**config.mk**
```make
export PLATFORM = sky130hd
export DESIGN_NAME = hwag_angle_core
export DESIGN_NICKNAME = d
export VERILOG_FILES = /design/src/rtl/hwag_angle_core.sv
export SDC_FILE = /design/constraint.sdc
export NUM_CORES = 1
export LEC_CHECK = 0
export CORE_ASPECT_RATIO = 1.4
export CORE_MARGIN = 2
export CORE_UTILIZATION = 45
export CTS_CLUSTER_DIAMETER = 30
export DETAILED_ROUTE_END_ITERATION = 10
export PLACE_DENSITY = 0.61
export SYNTH_ARGS = -nofsm -noshare
export SYNTH_HDL_FRONTEND = slang
export SYNTH_SLANG_ARGS = --single-unit
```
**constraint.sdc**
```tcl
create_clock -name clk -period 5.35 [get_ports clk]
set_clock_uncertainty 0.2 [all_clocks]
set_input_delay 1.3375 -clock clk [delete_from_list [all_inputs] [get_ports clk]]
set_output_delay 1.3375 -clock clk [all_outputs]
set_load 0.01 [all_outputs]
```
**src/rtl/hwag_angle_core.sv**
```systemverilog
// Crank angle generator for a 60-2 trigger wheel: filters VR input, syncs on the gap, interpolates angle, drives one coil.
// Latency: cap_in edge -> cap_ev 5 clocks (2 sync + filter); angle realigned 1 clock later; coil/led outputs 1 clock after that.
// Backpressure: none; free-running stream input, outputs are levels.
// Ports: clk/rst (async active-low) | cap_in raw VR input | cap_out filtered input | led1_out sync held |
//        led2_out toggles per accepted gap | coil14_out coil charge, active-high.
module hwag_angle_core #(
    parameter int FILT_LEN   = 3,
    parameter int PCNT_W     = 24,
    parameter int MIN_CAP    = 128,
    parameter int MAX_CAP    = 65535,
    parameter int TEETH_LAST = 57,
    parameter int STWD       = 4,
    parameter int ANGLE_TOP  = 3839,
    parameter int IGN_CHARGE = 1024,
    parameter int IGN_ANGLE  = 3830
) (
    input  logic clk,
    input  logic rst,
    input  logic cap_in,
    output logic cap_out,
    output logic led1_out,
    output logic led2_out,
    output logic coil14_out
);

    localparam int FC_W = $clog2(FILT_LEN + 1);
    localparam int TL_W = PCNT_W - 5;
    localparam int VC_W = $clog2(STWD + 1);
    localparam int START = (IGN_ANGLE - IGN_CHARGE + ANGLE_TOP + 1) % (ANGLE_TOP + 1);
    localparam logic [11:0] START_A = 12'(START);
    localparam logic [11:0] IGN_A   = 12'(IGN_ANGLE);
    localparam bit          WRAP    = (START > IGN_ANGLE);
    localparam logic [PCNT_W:0] STALL_LIM = (PCNT_W + 1)'(4 * MAX_CAP);

    typedef enum logic {SEARCH, SYNC} state_t;

    // ---------------- input synchronizer and glitch filter ----------------
    logic            s1, s2, cap_ev;
    logic [FC_W-1:0] fcnt;

    always_ff @(posedge clk or negedge rst) begin
        if (!rst) begin
            s1      <= 1'b0;
            s2      <= 1'b0;
            cap_out <= 1'b0;
            cap_ev  <= 1'b0;
            fcnt    <= '0;
        end else begin
            s1     <= cap_in;
            s2     <= s1;
            cap_ev <= 1'b0;
            // fcnt counts consecutive samples that disagree with cap_out
            if (s2 == cap_out) begin
                fcnt <= '0;
            end else if (fcnt == FC_W'(FILT_LEN - 1)) begin
                cap_out <= s2;
                cap_ev  <= s2;
                fcnt    <= '0;
            end else begin
                fcnt <= fcnt + FC_W'(1);
            end
        end
    end

    // ---------------- period measurement and classification ----------------
    logic [PCNT_W-1:0] pcnt;
    logic [PCNT_W:0]   period, prev_period, prev_period_n;
    logic              prev_norm, prev_norm_n;
    logic              stall, is_gap, in_rng, is_norm;
    logic [TL_W-1:0]   per_tl, new_tl;

    always_ff @(posedge clk or negedge rst) begin
        if (!rst)                  pcnt <= '0;
        else if (cap_ev)           pcnt <= '0;
        else if (pcnt != '1)       pcnt <= pcnt + PCNT_W'(1);
    end

    assign period  = {1'b0, pcnt} + (PCNT_W + 1)'(1);
    assign stall   = ({1'b0, pcnt} >= STALL_LIM);
    // A gap wins over the range check so a long gap never refreshes tick_len.
    assign is_gap  = prev_norm && ({1'b0, period} >= {prev_period, 1'b0});
    assign in_rng  = (period >= (PCNT_W + 1)'(MIN_CAP)) && (period <= (PCNT_W + 1)'(MAX_CAP));
    assign is_norm = in_rng && !is_gap;
    assign per_tl  = period[PCNT_W:6];
    assign new_tl  = (per_tl == '0) ? TL_W'(1) : per_tl;

    // ---------------- sync FSM and angle interpolation ----------------
    state_t          state, state_n;
    logic [VC_W-1:0] vcnt, vcnt_n;
    logic [5:0]      tooth, tooth_n, tooth_inc;
    logic [11:0]     angle, angle_n, limit;
    logic [TL_W-1:0] tick_len, tick_len_n, tick_cnt, tick_cnt_n;
    logic            led2, led2_n, tick, in_win;

    assign tooth_inc = tooth + 6'd1;

    always_ff @(posedge clk or negedge rst) begin
        if (!rst) begin
            state       <= SEARCH;
            vcnt        <= '0;
            tooth       <= '0;
            angle       <= '0;
            tick_len    <= TL_W'(1);
            tick_cnt    <= '0;
            led2        <= 1'b0;
            prev_period <= '0;
            prev_norm   <= 1'b0;
        end else begin
            state       <= state_n;
            vcnt        <= vcnt_n;
            tooth       <= tooth_n;
            angle       <= angle_n;
            tick_len    <= tick_len_n;
            tick_cnt    <= tick_cnt_n;
            led2        <= led2_n;
            prev_period <= prev_period_n;
            prev_norm   <= prev_norm_n;
        end
    end

    always_comb begin
        state_n       = state;
        vcnt_n        = vcnt;
        tooth_n       = tooth;
        angle_n       = angle;
        tick_len_n    = tick_len;
        led2_n        = led2;
        prev_period_n = prev_period;
        prev_norm_n   = prev_norm;
        tick          = 1'b0;
        // The last real tooth may extrapolate through the two missing teeth.
        limit = (tooth == 6'(TEETH_LAST)) ? 12'(ANGLE_TOP) : {tooth, 6'h3f};

        if (tick_cnt == '0) begin
            tick       = 1'b1;
            tick_cnt_n = tick_len - TL_W'(1);
        end else begin
            tick_cnt_n = tick_cnt - TL_W'(1);
        end
        if (state == SYNC && tick && angle < limit) angle_n = angle + 12'd1;

        // Edge realignment overrides any tick in the same cycle.
        if (cap_ev) begin
            prev_period_n = period;
            prev_norm_n   = is_norm;
            if (is_norm) tick_len_n = new_tl;
            tick_cnt_n = (is_norm ? new_tl : tick_len) - TL_W'(1);
            case (state)
                SEARCH: begin
                    if (is_gap) begin
                        if (vcnt >= VC_W'(STWD)) begin
                            state_n = SYNC;
                            tooth_n = '0;
                            angle_n = '0;
                            led2_n  = ~led2;
                        end else begin
                            vcnt_n = '0;
                        end
                    end else if (is_norm) begin
                        if (vcnt < VC_W'(STWD)) vcnt_n = vcnt + VC_W'(1);
                    end else begin
                        vcnt_n = '0;
                    end
                end
                default: begin
                    if (is_gap && tooth == 6'(TEETH_LAST)) begin
                        tooth_n = '0;
                        angle_n = '0;
                        led2_n  = ~led2;
                    end else if (is_norm && tooth < 6'(TEETH_LAST)) begin
                        tooth_n = tooth_inc;
                        angle_n = {tooth_inc, 6'd0};
                    end else begin
                        state_n = SEARCH;
                        vcnt_n  = '0;
                    end
                end
            endcase
        end

        if (stall) begin
            state_n = SEARCH;
            vcnt_n  = '0;
        end
        if (state_n == SEARCH) begin
            tooth_n = '0;
            angle_n = '0;
        end
    end

    // ---------------- outputs ----------------
    assign in_win = WRAP ? ((angle >= START_A) || (angle < IGN_A))
                         : ((angle >= START_A) && (angle < IGN_A));

    always_ff @(posedge clk or negedge rst) begin
        if (!rst) begin
            led1_out   <= 1'b0;
            coil14_out <= 1'b0;
        end else begin
            led1_out   <= (state == SYNC);
            coil14_out <= (state == SYNC) && in_win;
        end
    end

    assign led2_out = led2;

endmodule

```
# Word level (Yosys, flattened, before mapping)
# Cells that the tools add are included.
# totals
word_cells,118
regBits,119
output_inout_bits,4
in_bits,3
# op_classes
muxes,47
n_eq_ne,13
n_lt_le_gt_ge,10
n_reduce_logical,20
bitwise_logic,2
addsub,9
# op_table
op,count
2-to-1 mux 12 bit,9
2-to-1 mux 19 bit,4
subtractor 19 x 1 -> 19 bit (second input constant),3
2-to-1 mux 24 bit,2
2-to-1 mux 6 bit,7
logical NOT 19 bit,2
2-to-1 mux 3 bit,9
>= comparator 25 x 26 -> 1 bit,1
adder 24 x 1 -> 25 bit (second input constant),1
>= comparator 25 x 8 -> 1 bit (second input constant),1
<= comparator 25 x 16 -> 1 bit (second input constant),1
adder 24 x 1 -> 24 bit (second input constant),1
>= comparator 24 x 18 -> 1 bit (second input constant),1
!= test 24 bit (second input constant),1
2-to-1 mux 1 bit,14
adder 12 x 1 -> 12 bit (second input constant),1
>= comparator 12 bit (second input constant),1
less-than comparator 12 bit,1
less-than comparator 12 bit (second input constant),1
logical AND 1 bit,9
!= test 3 bit (second input constant),3
AND reduction 4 bit,2
nonzero test 2 bit,4
adder 6 x 1 -> 6 bit (second input constant),1
19 further kinds,21

# Logic depth before layout (Yosys ltp)
# logic_depth
depth_word,13
ltp_mapped,23
ltp_nobuf,20

# Worst setup path after synthesis
# No wires, ideal clock.
# synth_path
path_type,flip-flop to flip-flop
start,register pcnt[10]
end,register tick_cnt[17]
path_buffers,3
path_stages_with_launch,21
synth_period_minus_slack_ns,4.871
required_ns,5.022
arrival_time_ns,4.544
setup_ns,0.128
path_slack_ns,0.479
cell_sequence,dfrtp_1 > buf_6 > nand4_4 > or3_1 > buf_2 > nor4_1 > xnor2_1 > inv_1 > ha_1 > a21o_1 > a21oi_1 > nor2_1 > a2111oi_0 > a31o_2 > and3_1 > buf_4 > nand2_4 > a311o_4 > or3_1 > or4_1 > xnor2_1
# synth_via
elab_chain_cells,8
word_cells_on_any_way,13
classes_between,2 x add/sub; 3 x order compare; 3 x mux; 5 x reduce/logical
# synth_rtl
item,line_no,rtl
"start, declared",66,logic [PCNT_W-1:0] pcnt;
"start signal, assigned",75,else if (pcnt != '1) pcnt <= pcnt + PCNT_W'(1);
adder 24 x 1 -> 25 bit *,78,"assign period = {1'b0, pcnt} + (PCNT_W + 1)'(1);"
net period[23],67,"logic [PCNT_W:0] period, prev_period, prev_period_n;"
>= comparator 25 x 26 -> 1 bit,81,"assign is_gap = prev_norm && ({1'b0, period} >= {prev_period, 1'b0});"
logical AND 1 bit,81,
logical NOT 1 bit,83,assign is_norm = in_rng && !is_gap;
logical AND 1 bit,83,
2-to-1 mux 19 bit *,--,
subtractor 19 x 1 -> 19 bit *,147,tick_cnt_n = (is_norm ? new_tl : tick_len) - TL_W'(1);
2-to-1 mux 19 bit *,143,if (cap_ev) begin
net tick_cnt_n[17],92,"logic [TL_W-1:0] tick_len, tick_len_n, tick_cnt, tick_cnt_n;"
"end signal, assigned",114,tick_cnt <= tick_cnt_n;
"end, declared",92,
# Mark *: on every way through the listed nets, which the timed path passes. The rest lies on a longest branch.
# A chain may end at the register's enable or synchronous reset.

# Worst setup path after layout
# layout_path
start,register pcnt[11]
end,register tick_cnt[13]
# Same word-level chain as after synthesis.

==> results.rst <==
.. list-table::
   :header-rows: 1

   * - Metric
     - Value
   * - Result of the run
     - complete, no violations
   * - Setup TNS after final layout
     - 0 ns
   * - Length in cells of the worst reg-to-reg path
     - 19
   * - Combinational power share
     - 28.3%
   * - Worst skew pair latency
     - 0.42 ns
   * - Final Hold Fails
     - 0
   * - Pwr Density
     - 403 nW/um^2
   * - CTS Buffer Depth
     - 2
   * - NetSw
     - 1.14 mW
   * - Unrepaired setup endpoints after global routing
     - no
   * - Number of placed instances, taps included
     - 1043
   * - Library cells used by synthesis
     - 70
   * - Area of the mapped netlist
     - 7350 um^2
   * - Antenna violations before repair
     - 0
   * - DRT antenna net count
     - 0
   * - Die extent in y
     - 155 um
   * - Type of the setup path with the least slack
     - reg2reg
   * - Leading register cell type out of synthesis
     - sky130_fd_sc_hd__dfrtp_1
   * - Total nets after synthesis
     - 883
   * - Global placer's final weighted congestion
     - 0.868
   * - FF-to-FF setup slack
     - 0.30 ns
   * - Placed wire-length estimate
     - 13.7 mm
   * - Launching point of the worst reg2reg path
     - pcnt[11]
   * - Endpoint of the worst register-to-register path
     - tick_cnt[13]
   * - Layout Area Growth over Synthesis
     - 14.7%
   * - Clk root buf
     - sky130_fd_sc_hd__clkbuf_16
   * - Iteration-0 DRC Markers
     - 328
   * - Wirelength per Cell
     - 17.7 um
   * - Largest vdd supply drop
     - 0.000258 V
   * - I/O pin total
     - 7
   * - Worst relative slew slack
     - 31.6%
   * - Die area
     - 17400 um^2
   * - Launch point of the critical path
     - pcnt[11]
   * - Int Pwr
     - 2.26 mW
   * - Number of max-cap violations
     - 0
   * - Final-report max-slew violation count
     - 0
   * - Fmax
     - 198 MHz
   * - Maximum number of pins on one net before global-route repair
     - 67
   * - Wire length of the first global-routing pass
     - 31.9 mm
   * - Detailed Routing Iterations Pass 1
     - 4
   * - Most common cell in the synthesized netlist
     - sky130_fd_sc_hd__dfrtp_1
   * - Number of warnings issued by yosys
     - 0
   * - CP max-delay cell
     - sky130_fd_sc_hd__or3_4
   * - Dominant cells by area after synthesis
     - sky130_fd_sc_hd__dfrtp_1 (40%), sky130_fd_sc_hd__ha_1 (6.6%), sky130_fd_sc_hd__a21oi_1 (5.4%)
   * - Count of input and output buffers
     - 6
   * - Overall power of the completed layout
     - 3.40 mW
   * - Required time of the critical path
     - 5.44 ns
   * - Combined global-route utilization of all metal layers
     - 22.6%
   * - Share of flip-flops with an asynchronous set or reset
     - 100%
   * - Number of remaining DRC errors
     - 0
   * - Arrival time worst endpoint
     - 5.14 ns
   * - Post-synth top area share
     - 40.2%
   * - Final Setup Violations
     - 0
   * - Ratio of routed vias to standard cells
     - 5.91
   * - Wire length reported by the detailed router
     - 19.0 mm
   * - Clock sinks
     - 119
   * - Maximum cell stage delay along the critical path
     - 0.47 ns
   * - Initial core utilization
     - 45.6%
   * - Post-layout min period
     - 5.05 ns
   * - Hold Crit Class
     - reg2reg
   * - Commonest cells in the synthesized netlist
     - sky130_fd_sc_hd__dfrtp_1 (118), sky130_fd_sc_hd__nor2_1 (83), sky130_fd_sc_hd__a21oi_1 (79)
   * - Static leakage
     - 3.81 nW
   * - Clock edge transition at the registers on the reported setup and hold paths
     - 0.05 ns
   * - EDFF count, synth
     - 0
   * - Part of the Yosys area used for sequential elements
     - 40.6%
   * - Hold buffer count at CTS
     - 0
   * - Total clock buffers created by CTS
     - 17
   * - Clock tree from TritonCTS
     - done
   * - Share of the cycle needed by the critical path after routing
     - 94.4%
   * - Vias in the first global route
     - 6423
   * - Ordered cell list for the critical path
     - nand4_4 > or3_4 > nor4_1 > xnor2_1 > inv_1 > ha_1 > a21o_1 > a21oi_1 > nor2_1 > a2111oi_1 > a31o_2 > and3_4 > nand2_4 > buf_4 > o211ai_1 > o211ai_1 > buf_4 > nor4_1 > xnor2_1
   * - Post-synthesis area per instance
     - 8.73 um^2
   * - Setup crit end kind
     - flip-flop
   * - Worst Setup EP
     - tick_cnt[13]
   * - Biggest area consumer among synthesized cells
     - sky130_fd_sc_hd__dfrtp_1
   * - Die outline width
     - 112 um
   * - Total grt overflow
     - 0
   * - Total vias in the final route
     - 6359
   * - Floorplan core area
     - 16100 um^2
   * - Share of post-route cells with drive strength above 1
     - 12.1%
   * - Clock share of power
     - 34.2%
   * - Pre-CTS setup slack
     - 0.0901 ns
   * - Sequential group share of total power
     - 37.4%
   * - Critical path startpoint category
     - flip-flop
   * - Flop and latch count out of synthesis
     - 119
   * - Crit-path max FO
     - 13
   * - Std-Cell Rows
     - 55
   * - Minimum setup slack in the final design
     - 0.301 ns
   * - Count of nets after finishing
     - 906
   * - Syn Inst Count
     - 841
   * - Post-route insts no fill
     - 1076
   * - Worst slew pin tran
     - 1.02 ns
   * - Fraction of power spent switching nets
     - 33.4%
   * - H-tree levels
     - 4
   * - Final antenna diode count
     - 0
what timing repair did:
item	CTS	global route
gates resized for setup	0	11
setup buffers	0	1
endpoints found under the setup margin	0	12
cell usage in the layout (no fill, tap or decap), types with 26 or more instances in the layout:
master / n
sky130_fd_sc_hd__a21oi_1: 79
sky130_fd_sc_hd__nand4_1: 26
sky130_fd_sc_hd__dfrtp_1: 113
sky130_fd_sc_hd__buf_4: 44
sky130_fd_sc_hd__nand2_1: 64
sky130_fd_sc_hd__inv_1: 63
sky130_fd_sc_hd__ha_1: 39
sky130_fd_sc_hd__o21ai_0: 32
sky130_fd_sc_hd__xnor2_1: 34
sky130_fd_sc_hd__nor2_1: 83
stage by stage:
step                hold WS (ns)  utilization (%)  area, um^2
floorplan                  0.131                -        7350
global placement           0.136             48.4        7790
detailed placement         0.135             48.4        7790
CTS                        0.148             52.0        8380
global route               0.183             52.3        8420
finish                     0.146             52.3        8420
registers in the layout, indices dropped and copies added (netlist names):
signal / cells
pcnt: 24
tick_cnt: 19
tick_len: 19
led2_out: 1
cap_ev: 1
prev_period: 25
tooth: 6
cap_out: 1
prev_norm: 1
s2: 1
angle: 12
s1: 1
fcnt: 2
state: 1
led1_out: 1
coil14_out: 1
vcnt: 3
cell type report:
| class | count | area (um^2) |
|---|---|---|
| clock inverters | 9 | 126 |
| clock buffers | 23 | 468 |
| fillers | 1517 | 7680 |
| well taps | 199 | 249 |
| inverters | 64 | 240 |
| repair buffers | 49 | 380 |
| multi-input cells | 613 | 3970 |
| flip-flops and latches | 119 | 2990 |
layer usage:
| metal | vias to the layer above | routed length [um] | GRT usage (%) |
|---|---|---|---|
| li1 | 3037 | - | - |
| met1 | 3148 | 7960 | 26.5 |
| met2 | 144 | 10100 | 41.3 |
| met3 | 30 | 587 | 3.90 |
| met4 | 0 | 398 | 8.59 |
| met5 | - | 0 | 0 |
power by group through the flow:
stage	Clock, mW	Sequential, mW	Combinational [mW]
5_1_grt	1.22	1.30	1.10
6_report	1.16	1.27	0.962
3_5_place_dp	0	1.28	0.950
4_1_cts	1.19	1.27	0.954
2_1_floorplan	0	1.22	0.720
3_3_place_gp	0	1.27	0.929
worst max-delay path, delay by kind of cell, from the launching register on:
kind            cells  cell delay [ns]
simple gates        7             1.75
flops               1             0.45
buf+inv             3             0.51
fa+ha+maj           1             0.29
xor+xnor            2             0.34
compound gates      6             1.37
worst min-delay path by stage:
stage               startpoint  endpoint  slack (ns)  depth (start not counted)
finish                      s1        s2        0.15                          0
global route                s1        s2        0.18                          0
CTS                         s1        s2        0.15                          0
detailed placement          s1        s2        0.13                          0
global placement            s1        s2        0.14                          0
floorplan                   s1        s2        0.13                          0
kinds of logic (layout without fill, tap and decap cells):
kind of cell | after synthesis | after routing | synth area share (%)
XOR/XNOR | 53 | 53 | 6.32
AO/OA/AOI/OAI | 204 | 204 | 17.6
flip-flops | 119 | 119 | 40.6
multiplexers | 6 | 6 | 0.903
adder cells (fa/ha/maj) | 39 | 39 | 6.64
buffers and inverters | 109 | 145 | 5.96
AND/OR/NAND/NOR | 311 | 311 | 22.0
Power figures use the tool's default switching activity.
